<file path="config.mk">
export PLATFORM = sky130hd
export DESIGN_NAME = adc0808_responder
export DESIGN_NICKNAME = d
export VERILOG_FILES = /design/src/rtl/adc0808_pkg.sv /design/src/rtl/adc_tick_gen.sv /design/src/rtl/adc0808_responder.sv
export SDC_FILE = /design/constraint.sdc
export NUM_CORES = 1
export LEC_CHECK = 0
export ABC_AREA = 1
export CAP_MARGIN = 10
export CORE_MARGIN = 8
export CORE_UTILIZATION = 25
export DETAILED_ROUTE_END_ITERATION = 8
export HOLD_SLACK_MARGIN = 0.02
export SLEW_MARGIN = 5
export SYNTH_ARGS = -nofsm -noshare
export SYNTH_HDL_FRONTEND = slang
export SYNTH_HIERARCHICAL = 1
export SYNTH_SLANG_ARGS = --single-unit
</file>
<file path="constraint.sdc">
create_clock -name clk -period 1.95 [get_ports clk]
set_input_delay 0.4875 -clock clk [delete_from_list [all_inputs] [get_ports clk]]
set_output_delay 0.4875 -clock clk [all_outputs]
set_load 0.01 [all_outputs]
</file>
<file path="src/rtl/adc0808_pkg.sv">
// Shared types and constants for the ADC0808 converter responder.
package adc0808_pkg;

    localparam int unsigned ADC_CLK_DIV         = 2000;
    localparam int unsigned ADC_CONV_TICKS      = 64;
    localparam int unsigned ADC_EOC_DELAY_TICKS = 2;
    localparam int unsigned ADC_DATA_W          = 8;
    localparam int unsigned ADC_N_CH            = 8;
    localparam int unsigned ADC_ADDR_W          = 3;
    localparam int unsigned ADC_BIT_W           = 3;

    typedef enum logic [1:0] {
        ST_IDLE    = 2'd0,
        ST_ARMED   = 2'd1,
        ST_CONVERT = 2'd2,
        ST_DONE    = 2'd3
    } adc_state_e;

    // One successive-approximation step: keep the trial bit if it does not overshoot.
    function automatic logic [ADC_DATA_W-1:0] sar_decide(
        input logic [ADC_DATA_W-1:0] sar,
        input logic [ADC_BIT_W-1:0]  bit_idx,
        input logic [ADC_DATA_W-1:0] sample
    );
        logic [ADC_DATA_W-1:0] trial;
        trial = sar | (ADC_DATA_W'(1) << bit_idx);
        return (trial <= sample) ? trial : sar;
    endfunction

endpackage

</file>
<file path="src/rtl/adc_tick_gen.sv">
// Converter clock divider: one-cycle tick every CLK_DIV clk cycles.
//   clk, reset : system clock, synchronous active-high reset
//   clear      : restart the divider; the first tick lands CLK_DIV edges later
//   tick       : registered one-cycle pulse
module adc_tick_gen #(
    parameter int unsigned CLK_DIV = 2000
) (
    input  logic clk,
    input  logic reset,
    input  logic clear,
    output logic tick
);

    localparam int unsigned CNT_W = (CLK_DIV > 2) ? $clog2(CLK_DIV) : 1;

    logic [CNT_W-1:0] cnt;

    // tick is raised one edge early so the consumer sees it on the CLK_DIV-th edge.
    always_ff @(posedge clk) begin
        if (reset || clear) begin
            cnt  <= '0;
            tick <= 1'b0;
        end else begin
            tick <= (cnt == CNT_W'(CLK_DIV - 2));
            if (cnt == CNT_W'(CLK_DIV - 1)) begin
                cnt <= '0;
            end else begin
                cnt <= cnt + CNT_W'(1);
            end
        end
    end

endmodule

</file>
<file path="src/rtl/adc0808_responder.sv">
// ADC0808 converter-side model: answers ALE/START/OE, performs an 8-step SAR
// conversion of a digital channel value and reports completion on EOC.
//   clk, reset : system clock, synchronous active-high reset
//   ale        : address latch enable (addr latched on rising edge)
//   start      : conversion start (arm on rising, sample on falling)
//   oe         : output enable
//   addr       : channel select
//   ch_values  : eight 8-bit channel values, channel i at [8*i +: 8]
//   eoc        : end of conversion (registered)
//   data_out   : result when oe=1, else 0 (combinational)
//   data_oe    : tri-state enable for the data pins, equals oe
module adc0808_responder
    import adc0808_pkg::*;
#(
    parameter int unsigned CLK_DIV         = ADC_CLK_DIV,
    parameter int unsigned CONV_TICKS      = ADC_CONV_TICKS,
    parameter int unsigned EOC_DELAY_TICKS = ADC_EOC_DELAY_TICKS
) (
    input  logic                           clk,
    input  logic                           reset,
    input  logic                           ale,
    input  logic                           start,
    input  logic                           oe,
    input  logic [ADC_ADDR_W-1:0]          addr,
    input  logic [ADC_N_CH*ADC_DATA_W-1:0] ch_values,
    output logic                           eoc,
    output logic [ADC_DATA_W-1:0]          data_out,
    output logic                           data_oe
);

    localparam int unsigned STEP_TICKS = CONV_TICKS / 8;
    localparam int unsigned STEP_W     = (STEP_TICKS > 1) ? $clog2(STEP_TICKS) : 1;
    localparam int unsigned EOC_CW     = (EOC_DELAY_TICKS > 0) ? $clog2(EOC_DELAY_TICKS + 1) : 1;

    adc_state_e              state, state_d;
    logic                    ale_q, start_q;
    logic [ADC_ADDR_W-1:0]   addr_lat, addr_lat_d;
    logic [ADC_DATA_W-1:0]   sample, sample_d;
    logic [ADC_DATA_W-1:0]   sar, sar_d;
    logic [ADC_DATA_W-1:0]   result, result_d;
    logic                    eoc_d;
    logic [ADC_BIT_W-1:0]    bit_idx, bit_d;
    logic [STEP_W-1:0]       step_cnt, step_d;
    logic [EOC_CW-1:0]       eoc_cnt, eoc_cnt_d;
    logic                    tick;
    logic                    div_clear_c;
    logic                    ale_rise_c, start_rise_c, start_fall_c;
    logic [ADC_DATA_W-1:0]   ch_arr [ADC_N_CH];

    // Unpack the flat channel bus so the latched address can index it directly.
    for (genvar i = 0; i < int'(ADC_N_CH); i++) begin : g_ch
        assign ch_arr[i] = ch_values[ADC_DATA_W*i +: ADC_DATA_W];
    end

    assign ale_rise_c   = ale & ~ale_q;
    assign start_rise_c = start & ~start_q;
    assign start_fall_c = ~start & start_q;

    assign data_oe  = oe;
    assign data_out = oe ? result : '0;

    adc_tick_gen #(
        .CLK_DIV (CLK_DIV)
    ) u_tick_gen (
        .clk   (clk),
        .reset (reset),
        .clear (div_clear_c),
        .tick  (tick)
    );

    // State and datapath registers.
    always_ff @(posedge clk) begin
        if (reset) begin
            state    <= ST_IDLE;
            ale_q    <= 1'b0;
            start_q  <= 1'b0;
            addr_lat <= '0;
            sample   <= '0;
            sar      <= '0;
            result   <= '0;
            eoc      <= 1'b1;
            bit_idx  <= '0;
            step_cnt <= '0;
            eoc_cnt  <= '0;
        end else begin
            state    <= state_d;
            ale_q    <= ale;
            start_q  <= start;
            addr_lat <= addr_lat_d;
            sample   <= sample_d;
            sar      <= sar_d;
            result   <= result_d;
            eoc      <= eoc_d;
            bit_idx  <= bit_d;
            step_cnt <= step_d;
            eoc_cnt  <= eoc_cnt_d;
        end
    end

    // Next-state and datapath update.
    always_comb begin
        state_d     = state;
        addr_lat_d  = addr_lat;
        sample_d    = sample;
        sar_d       = sar;
        result_d    = result;
        eoc_d       = eoc;
        bit_d       = bit_idx;
        step_d      = step_cnt;
        eoc_cnt_d   = eoc_cnt;
        div_clear_c = 1'b0;

        if (ale_rise_c) begin
            addr_lat_d = addr;
        end

        // START rising wins over everything and aborts a running conversion.
        if (start_rise_c) begin
            state_d   = ST_ARMED;
            sar_d     = '0;
            eoc_cnt_d = '0;
        end else begin
            case (state)
                ST_ARMED: begin
                    if (start_fall_c) begin
                        sample_d    = ch_arr[addr_lat];
                        eoc_d       = 1'b0;
                        state_d     = ST_CONVERT;
                        div_clear_c = 1'b1;
                        step_d      = '0;
                        bit_d       = ADC_BIT_W'(ADC_DATA_W - 1);
                    end else if (eoc_cnt == EOC_CW'(EOC_DELAY_TICKS)) begin
                        eoc_d = 1'b0;
                    end else if (tick) begin
                        eoc_cnt_d = eoc_cnt + EOC_CW'(1);
                    end
                end
                ST_CONVERT: begin
                    if (tick) begin
                        if (step_cnt == STEP_W'(STEP_TICKS - 1)) begin
                            step_d = '0;
                            sar_d  = sar_decide(sar, bit_idx, sample);
                            if (bit_idx == '0) begin
                                result_d = sar_d;
                                eoc_d    = 1'b1;
                                state_d  = ST_DONE;
                            end else begin
                                bit_d = bit_idx - ADC_BIT_W'(1);
                            end
                        end else begin
                            step_d = step_cnt + STEP_W'(1);
                        end
                    end
                end
                default: ;
            endcase
        end
    end

endmodule

</file>
### Yosys cells after proc, flatten, opt, wreduce, memory -nomap -nowiden

Index checks and enable logic that the tools add are counted.
Widths: inputs -> output; s select.

| operators by class | value |
|---|---|
| bitwise operators | 11 |
| reduce and logical (&&, ||, !) cells | 15 |
| multiplexer cells | 29 |
| $add $sub $neg | 4 |
| shift operators | 1 |
| equal/unequal tests | 16 |
| $lt $le $gt $ge | 2 |

Operators with widths:

| operator | count |
|---|---|
| $mux 8 | 4 |
| $bmux 8 s3 | 1 |
| $eq 11x11->1 const B | 2 |
| $mux 3 | 7 |
| $reduce_and 5->1 | 3 |
| $ne 3x3->1 const B | 4 |
| $pmux 3 s2 | 2 |
| $reduce_and 6->1 | 2 |
| $add 11x1->11 const B | 1 |
| $mux 1 | 9 |
| $le 8x8->1 | 1 |
| $mux 2 | 4 |
| $ne 2x2->1 const B | 4 |
| $or 8x8->8 | 1 |
| $reduce_and 4->1 | 2 |
| $shl 1x3->8 const A | 1 |
| $not 1->1 | 6 |
| $reduce_and 3->1 | 2 |
| $eq 2x2->1 const B | 2 |
| $ge 4x4->1 const B | 1 |
| $not 3->4 | 1 |
| $pmux 2 s2 | 1 |
| $reduce_or 2->1 | 2 |
| $add 3x1->3 const B | 1 |
| 12 further kinds | 14 |

| storage, ports and cells | value |
|---|---|
| flip-flop bits (word level) | 52 |
| bits of input ports | 72 |
| logic and storage cells | 92 |

### Depth between registers and ports, before layout

Gate-level depths: netlist of the first run.

| depth | value |
|---|---|
| depth in word-level cells | 7 |
| mapped depth | 16 |
| gate-level depth less buffers | 16 |

### Cells and area by module

Netlist of the first run, hierarchy kept.

Modules (own cells, without submodules):

| module | times used | area each (um^2) | cells each | sequential area each (um^2) |
|---|---|---|---|---|
| adc0808_responder | 1 | 2,656.3 | 398 | 800.8 |
| adc_tick_gen | 1 | 561.8 | 77 | 240.2 |

### Worst setup path before layout of the first run

Ideal clock, no wire load.

| timing | value |
|---|---|
| kind | reg2reg |
| from | reg bit_idx[0] |
| to | reg result[1] |
| data arrival time | 1.766 ns |
| path slack | 0.114 ns |
| data required time | 1.880 ns |
| clock period less this slack | 1.836 ns |
| cell stages (with the launch flop) | 12 |
| library setup time | 0.070 ns |
| cells stage by stage | dfxtp_1 inv_1 ha_1 inv_1 o21ai_0 ha_1 nand2_1 nor2_1 nand4_1 nand3_1 nand2_1 a21oi_1 |

| on the way | value |
|---|---|
| longest elaborated chain between the ends | 4 |
| elaborated cells between the ends (all ways) | 6 |
| those cells by class | order compare (1); shift (1); mux (1); bitwise (1); reduce/logical (2) |

Ends and longest elaborated chain:

| what | RTL line | source |
|---|---|---|
| start, declared | adc0808_responder.sv:42 | `logic [ADC_BIT_W-1:0] bit_idx, bit_d;` |
| start signal, assigned | adc0808_responder.sv:94 | `bit_idx <= bit_d;` |
| $shl 1x3->8 | adc0808_pkg.sv:26 | `trial = sar \| (ADC_DATA_W'(1) << bit_idx);` |
| $or 8x8->8 | adc0808_pkg.sv:26 |  |
| $le 8x8->1 | adc0808_pkg.sv:27 | `return (trial <= sample) ? trial : sar;` |
| $mux 8 | adc0808_pkg.sv:27 |  |
| end signal, assigned | adc0808_responder.sv:92 | `result <= result_d;` |
| end, declared | adc0808_responder.sv:40 | `logic [ADC_DATA_W-1:0] result, result_d;` |

Several ways; a longest one is shown, not always the timed one.
A chain may end at the register's enable or synchronous reset.

### Final worst setup path of the first run

| timing | value |
|---|---|
| from | in oe |
| to | out data_out[5] |

| on the way | value |
|---|---|
| longest elaborated chain between the ends | 1 |

Ends and longest elaborated chain:

| what | RTL line | source |
|---|---|---|
| start, declared | adc0808_responder.sv:23 | `input logic oe,` |
| $mux 8 | adc0808_responder.sv:60 | `assign data_out = oe ? result : '0;` |
| end, declared | adc0808_responder.sv:27 | `output logic [ADC_DATA_W-1:0] data_out,` |

Every way passes these cells.

==> results.cfg, run 1 <==
[power_and_ir_drop]
ir_drop_uv = 421
p_leak_uw = 0.00193
power_density_nw_per_um2 = 802
power_uw = 3820

[final_layout]
fin_util_pct = 37.8
n_antenna_cell = 0
area_growth_pct = 48.1
final_common_cell = nor2_1
drive_gt1_share_pct = 18.3
final_cell_area_sq_um = 4770
layout_common_cells = nor2_1, o21ai_0, clkdlybuf4s50_1
nets = 674

[synthesis]
post_synth_num_cell_types = 34
synthesis.nets = 570
ys_seq_elements = 52
yosysTopAreaCell = dfxtp_1
synth.avg_cell_area_sq_um = 6.77
synth_area_sq_um = 3220
seq_area_frac_synth_pct = 32.3
synth_top_area_share_pct = 32.3
synthTopCellsByArea = dfxtp_1, o21ai_0, nor2_1, ha_1, nand2_1
syn_inst = 475
yosys_warnings = 6

[global_route]
grt_max_degree = 34
track_usage_pct = 10.5
grt_pass1_vias = 3356
grt_pass1_wl_um = 14500
gr-total-overflow = 0
antenna_found_initial = 0

[cts]
cts_hold_buffers = 0
cts_root_buf = clkbuf_16
cts_made_buffers = 5
ctsHtreeMaxLevel = 2
clk_pin_slew_ns = 0.07
cts_sinks = 52
clk_path_buf_depth = 2
insertion_delay_ns = 0.29
cts_tree = yes

[sta]
setup_viol = 0
max_slew.worst_pin.slew_ns = 0.538
clock.fmax_ghz = 0.525
fin_ws_ns = 0.0441
min_period_over_period_pct = 97.7
clock_skew_ns = 0.00456
slew_violations = 0
fin_crit_ns = 1.91
finalHoldViolCount = 0
max_slew_margin_pct = 64.1

[floorplanning]
dieArea_sq_um = 16800
fp.dieH_um = 129
boundaryPins = 82
initial_core_util_pct = 25.5
coreArea_sq_um = 12600
rows = 41
die_w_um = 129

[worst_setup_path]
critical_path_class = in -> out
crit_fanout = 9
worstPathCellList = clkdlybuf4s50_1, buf_6, nand2_1, inv_1, clkdlybuf4s15_1
crit_arrival_ns = 1.42
critPathCaptureType = output port
crit_slowest_cell = clkdlybuf4s50_1
cpPeakStageDelay_ns = 0.47
start_kind = input port
crit_required_ns = 1.46

[drt]
vias = 3350
drc_errors = 0
routedWlPerCell_um = 12.2
drtPass1Iterations = 4
finalWirelength_um = 9150
ant_nets = 0
drt_iter0_drc = 119
drt-vias-per-instance = 4.45

[placement]
gp_congestion = 0.799
io_buffers = 81
dpl.hpwl_um = 7040
pre_cts_ws_ns = -0.279
placed_area_sq_um = 4390

[job]
cap_violations = 0

[status]
status = finished clean

[worst_hold_path]
worst_hold_path_type = reg -> reg
==> area by class of cell <==
cell class | instances | area [sq um]
Sequential cell | 52 | 1050
Fill cell | 1345 | 7850
Clock inverter | 3 | 42.5
Multi-Input combinational cell | 344 | 2030
Tap cell | 172 | 215
Inverter | 60 | 238
Clock buffer | 5 | 125
Timing Repair Buffer | 116 | 1070
==> routing by layer <==
metal	global-route usage (%)	wire length (um)
met1	10.9	3690
met2	20.3	4960
met3	1.81	272
met4	4.23	223
met5	0	0
==> logic make-up after synthesis <==
logic type,count (synthesis),share of synthesized area (%)
buffers and inverters,79,10.7
xor gates and xnor gates,4,1.09
DFF,52,32.3
adders and majority gates,23,8.94
AOI/OAI and AO/OA,137,22.5
and+or+nand+nor,180,24.5
==> Yosys cell counts <==
cell / number
clkbuf_2: 4
clkbuf_1: 5
nand3_2: 2
a21o_2: 1
o21ai_1: 7
nand2_2: 1
buf_2: 3
inv_2: 3
a21o_1: 1
nand4_1: 3
nor2_4: 4
nand3b_1: 2
nor3_4: 1
nand2_1: 62
nand3_1: 16
a311oi_1: 1
o211a_1: 1
a21oi_1: 35
o211ai_1: 7
or2_4: 1
xnor2_1: 3
xor2_1: 1
o31ai_1: 1
buf_6: 3
nor3b_1: 1
o21ai_0: 80
inv_1: 57
nor2_1: 85
buf_4: 4
a31oi_1: 3
or2_2: 1
ha_1: 23
dfxtp_1: 52
nand2_4: 1
==> report_power, final <==
group | switching [uW] | leakage [uW] | internal [uW] | total, uW
Sequential | 67.8 | 0.000423 | 1130 | 1200
Clock | 388 | 0.0000798 | 603 | 991
Combinational | 852 | 0.00143 | 782 | 1630
Total | 1310 | 0.00193 | 2510 | 3820
==> state kept, by name (all words and copies together), names as in the netlist, 2 cells and up <==
register / cells
bit_idx: 3
addr_lat: 3
result: 8
state: 2
sample: 8
u_tick_gen/cnt: 11
step_cnt: 3
sar: 8
eoc_cnt: 2
==> worst max-delay path, delay by kind of cell <==
family	cells	cell delay (ns)
buffers and inverters	4	0.88
AND/OR/NAND/NOR	1	0.05
==> worst paths after layout <==
check / start / endpoint / slack, ns / cells after the start
worst max-delay path: oe / data_out[5] / 0.04 / 5
worst min-delay path: u_tick_gen/cnt[10] / u_tick_gen/cnt[10] / 0.46 / 2
worst max register to register: bit_idx[1] / result[6] / 0.06 / 12
worst min register to register: u_tick_gen/cnt[10] / u_tick_gen/cnt[10] / 0.46 / 2
==> repair_timing <==
item / in CTS / in global routing
endpoints found under the setup margin: 25 / 24
pin swaps: 0 / 23
endpoints found under the hold margin: 0 / 0
buffers inserted: 0 / 4
gates resized for setup: 23 / 66
gates cloned: 0 / 0
==> through the flow <==
stage / TNS, ns / hold slack (ns) / std cells
floorplan: 0 / 0.430 / 475
global placement: -3.74 / 0.445 / 741
detailed placement: -4.50 / 0.453 / 741
CTS: 0 / 0.464 / 749
global route: -0.429 / 0.478 / 752
finish: 0 / 0.459 / 752
Power figures use the tool's default switching activity.
==> run 2, diff against run 1 <==
Clock period 1.95 ns to 2.1 ns, I/O delays scaled along.
==> run 2 against run 1 <==
Register-to-register slack improved by 0.11 ns; die area did not move; non-clock buffer count down 24; wire length down 6.2%; clock skew is 0.0049 ns higher; sequential power down 8%; via count fell by 3.4%; largest cell class unchanged; highest routed layer unchanged.
==> results.cfg, run 2 (synthesized netlist as in run 1, its figures left out) <==
[drt]
ant_nets = 0
drt-vias-per-instance = 4.44
drt_iter0_drc = 151
maxUsedRoutingLayer = met4
vias = 3235
routedWlPerCell_um = 11.8
drc_errors = 0
wl_met2_um = 4580
drtPass1Iterations = 4
wl_met1_um = 3610
finalWirelength_um = 8580
wl_met3_um = 306

[sta]
max_slew_margin_pct = 58.9
slew_violations = 0
setup_viol = 0
min_period_over_period_pct = 96.3
clock.fmax_ghz = 0.494
fin_ws_ns = 0.0769
max_slew.worst_pin.slew_ns = 0.615
fin_setup_tns_ns = 0
finalHoldViolCount = 0
fin_crit_ns = 2.02
clock_skew_ns = 0.00946

[floorplanning]
dieArea_sq_um = 16800
fp.dieH_um = 129
boundaryPins = 82
coreArea_sq_um = 12600
rows = 41
initial_core_util_pct = 25.5
die_w_um = 129

[final_layout]
layout_common_cells = nor2_1, o21ai_0, clkdlybuf4s50_1
largest_register_ffs = 11
regArea_sq_um = 1050
n_antenna_cell = 0
multiInputGateArea_sq_um = 1860
final_common_cell = nor2_1
nets = 650
largest_register = u_tick_gen/cnt
drive_gt1_share_pct = 7.91
nFillCells = 1379
area_growth_pct = 36.2

[global_route]
grt_pass1_vias = 3127
grt_pass1_wl_um = 14000
grt_max_degree = 34
antenna_found_initial = 0
track_usage_pct = 10.2
gr-total-overflow = 0

[cts]
cts_made_buffers = 5
cts_root_buf = clkbuf_16
ctsHtreeMaxLevel = 2
clk_path_buf_depth = 2
cts_hold_buffers = 0
cts_tree = yes
cts_sinks = 52
insertion_delay_ns = 0.30
clk_pin_slew_ns = 0.06

[worst_hold_path]
worst_hold_path_type = reg -> reg

[power_and_ir_drop]
power_density_nw_per_um2 = 684
p_leak_uw = 0.00179
ir_drop_uv = 332

[status]
status = finished clean

[placement]
pre_cts_ws_ns = -0.200
dpl.hpwl_um = 6720
io_buffers = 81
gp_congestion = 0.756

[worst_setup_path]
crit_required_ns = 1.57
critical_path_class = in -> out
crit_fanout = 9
critPathCaptureType = output port
start_kind = input port
crit_arrival_ns = 1.50

[job]
cap_violations = 0
run 2: changes by cell type in the layout (fill, tap and decap cells not counted), sizes merged:
cell           before  now
buf                35   11
dlygate4sd2         1    9
clkbuf             11    5
clkdlybuf4s15       2    0
clkinv              1    3
bufinv              1    0
clkinvlp            1    0
run 2: repair_timing:
action,CTS,global route
pin swaps,0,1
setup buffers,0,0
resized for setup,9,16
setup endpoints to repair,9,16
run 2: worst paths after layout:
path                      from                 to  slack (ns)  cells past startpoint
max                         oe        data_out[5]        0.08                      5
min          u_tick_gen/cnt[0]  u_tick_gen/cnt[0]        0.47                      1
max reg2reg         bit_idx[0]          result[2]        0.17                     10
min reg2reg  u_tick_gen/cnt[0]  u_tick_gen/cnt[0]        0.47                      1
run 2: worst max-delay path, cell delays in order:
cell and delay, ns:
clkdlybuf4s50_1 0.45, buf_4 0.15, nand2_1 0.06, inv_1 0.05
dlygate4sd2_1 0.27
run 2: per-layer routing:
| layer | vias to the layer above | GRT usage, % |
|---|---|---|
| li1 | 1712 | - |
| met1 | 1479 | 10.6 |
| met2 | 36 | 19.6 |
| met3 | 8 | 2.83 |
| met4 | 0 | 2.60 |
| met5 | - | 0 |
run 2: area by class of cell:
| class | count | area share [%] |
|---|---|---|
| well taps | 172 | 4.91 |
| flip-flops and latches | 52 | 23.9 |
| repair buffers | 92 | 20.4 |
| multi-input cells | 344 | 42.4 |
| clock buffers | 5 | 2.85 |
| clock inverters | 3 | 0.428 |
| inverters | 60 | 5.14 |
run 2: report_power, final:
| part | internal (uW) | switching (uW) | total (uW) |
|---|---|---|---|
| sequential | 1050 | 51.9 | 1100 |
| clock | 440 | 368 | 808 |
| combinational | 488 | 602 | 1090 |
| total | 1980 | 1020 | 3000 |
run 2: per-stage QoR:
step,total power (uW),hold slack (ns),util (%),std cells,instance area (sq um)
finish,3000,0.470,34.7,728,4380
global route,3220,0.492,34.7,728,4380
CTS,3000,0.472,34.5,728,4350
detailed placement,2180,0.457,33.5,720,4220
global placement,2150,0.447,33.5,720,4220
floorplan,1820,0.430,-,475,3220
==> run 3, diff against run 2 <==
--- a/config.mk
+++ b/config.mk
@@ -11,5 +11,7 @@
 export CORE_UTILIZATION = 25
 export DETAILED_ROUTE_END_ITERATION = 8
+export GPL_TIMING_DRIVEN = 0
 export HOLD_SLACK_MARGIN = 0.02
+export SETUP_SLACK_MARGIN = 0.15
 export SLEW_MARGIN = 5
 export SYNTH_ARGS = -nofsm -noshare
==> constraint.sdc (replaced) <==
create_clock -name clk -period 2.1 [get_ports clk]
set_input_delay 0.525 -clock clk [delete_from_list [all_inputs] [get_ports clk]]
set_output_delay 0.525 -clock clk [all_outputs]
set_load 0.005 [all_outputs]
==> run 3 against run 2 <==
Clock-buffer cell count unchanged; first-iteration DRC count up 2.6%; clock skew down 0.0042 ns; sequential share of layout area down 1.1 points; die area unchanged; cell area up 4.7%; cell count up 1.6%; setup slack better by 0.11 ns; core utilization up 1.6 points; critical endpoint is now sar[5].
==> results.cfg, run 3 (synthesized netlist as in run 1, its figures left out) <==
[drt]
vias = 3327
drtPass1Iterations = 4
drc_errors = 0
routedWlPerCell_um = 12.4
finalWirelength_um = 9160
drt-vias-per-instance = 4.50
drt_iter0_drc = 155
ant_nets = 0

[job]
cap_violations = 0

[power_and_ir_drop]
pwr-share-clk_pct = 25.4
power_density_nw_per_um2 = 703
ir_drop_uv = 433
power_uw = 3220
switching_share_pct = 35.3
p_leak_uw = 0.00182
seqPwrFrac_pct = 34.4
intPower_uw = 2080
switchingPower_uw = 1140
p_comb_share_pct = 40.2

[floorplanning]
initial_core_util_pct = 25.5
coreArea_sq_um = 12600
die_w_um = 129
fp.dieH_um = 129
boundaryPins = 82
dieArea_sq_um = 16800
rows = 41

[sta]
max_slew.worst_pin.slew_ns = 0.417
clock.fmax_ghz = 0.523
finalHoldViolCount = 0
min_period_over_period_pct = 91.0
setup_viol = 0
clock_skew_ns = 0.00523
fin_crit_ns = 1.91
slew_violations = 0
rsz0062_at_grt = true
max_slew_margin_pct = 72.2
whs_ns = 0.463

[global_route]
grt_pass1_wl_um = 15100
grt_pass1_vias = 3266
grt_max_degree = 19
antenna_found_initial = 0
gr-total-overflow = 0
track_usage_pct = 10.8

[final_layout]
area_growth_pct = 42.5
drive_gt1_share_pct = 14.3
fin_util_pct = 36.3
nets = 662
final_cell_area_sq_um = 4590
n_antenna_cell = 0
fin_cells = 740
nFillCells = 1349
largest_register_ffs = 11
largest_register = u_tick_gen/cnt
layout_common_cells = nor2_1, clkdlybuf4s50_1, o21ai_0

[placement]
io_buffers = 80
dp_cells = 727
gp_congestion = 0.821
placed_area_sq_um = 4230
dpl.hpwl_um = 7400

[worst_setup_path]
r2r_start = bit_idx[1]
crit_slowest_cell = dfxtp_2
cpPeakStageDelay_ns = 0.34
worstPathCellList = buf_4, ha_1, inv_2, o21ai_4, ha_4, nand2_2, nor2_4, nand4_1, buf_6, nand3_1, nand2_1, nor2_1
cp-startpoint = bit_idx[1]
crit_required_ns = 2.32
start_kind = flip-flop
critPathCaptureType = flip-flop
crit_arrival_ns = 2.13
critical_path_class = reg -> reg
crit_fanout = 8

[cts]
cts_hold_buffers = 0
cts_tree = yes
clk_path_buf_depth = 2
clk_pin_slew_ns = 0.07
ctsHtreeMaxLevel = 2
insertion_delay_ns = 0.28
cts_sinks = 52
cts_root_buf = clkbuf_16
cts_made_buffers = 5

[worst_hold_path]
hp-start = u_tick_gen/cnt[10]
worst_hold_path_type = reg -> reg

[status]
status = finished clean
-- run 3: cell types whose count changed in the layout (fill, tap and decap cells not counted), moves of 5 or more --
cell,previous run,this run
clkbuf_2,0,6
nand2_2,2,7
nand2_1,61,54
inv_1,57,52
inv_2,3,8
clkdlybuf4s50_1,72,80
dlygate4sd2_1,9,0
-- run 3: final timing paths --
kind                             end  slack [ns]  cells past startpoint
setup / recovery              sar[5]        0.19                     12
hold / removal    u_tick_gen/cnt[10]        0.46                      2
setup reg to reg              sar[5]        0.19                     12
hold reg to reg   u_tick_gen/cnt[10]        0.46                      2
-- run 3: worst max-delay path, delay by kind of cell (launching register included) --
| family | cells | cell delay (ns) |
|---|---|---|
| flops | 1 | 0.34 |
| compound gates | 1 | 0.07 |
| simple gates | 6 | 0.60 |
| buf+inv | 3 | 0.38 |
| fa+ha+maj | 2 | 0.45 |
-- run 3: area by class of cell --
cell class	count	area (sq um)	share of cell area, %
flip-flops and latches	52	1050	22.8
plain buffers	19	120	2.62
repair buffers	85	842	18.4
clock inverters	3	26.3	0.573
inverters	60	225	4.91
multi-input cells	344	1990	43.3
clock buffers	5	125	2.73
well taps	172	215	4.69
-- run 3: layer usage --
metal  vias to the layer above  share of wire [%]  track usage [%]
met5                         -                  0                0
met4                         0               0.23             1.64
met3                         2                3.8             1.77
met2                        52                 54             20.9
met1                      1538                 42             12.3
li1                       1735                  -                -
-- run 3: power by group through the flow --
stage	logic [uW]	clock network [uW]	registers, uW
after floorplan	713	0	1100
after global placement	1000	0	1120
after detailed placement	1020	0	1120
after CTS	1080	847	1100
after global routing	1460	904	1120
final	1300	818	1110
-- run 3: repair_timing --
action,in CTS,in global routing
pin swaps,2,9
gates resized for setup,7,47
endpoints found under the setup margin,24,31
setup buffers,2,3
endpoints found under the hold margin,0,0
-- run 3: per-stage QoR --
| stage | TNS, ns | setup WS [ns] |
|---|---|---|
| floorplan | 0 | 0.264 |
| global placement | -0.468 | -0.104 |
| detailed placement | -1.99 | -0.161 |
| CTS | 0 | 0.153 |
| global route | 0 | 0.0403 |
| finish | 0 | 0.189 |
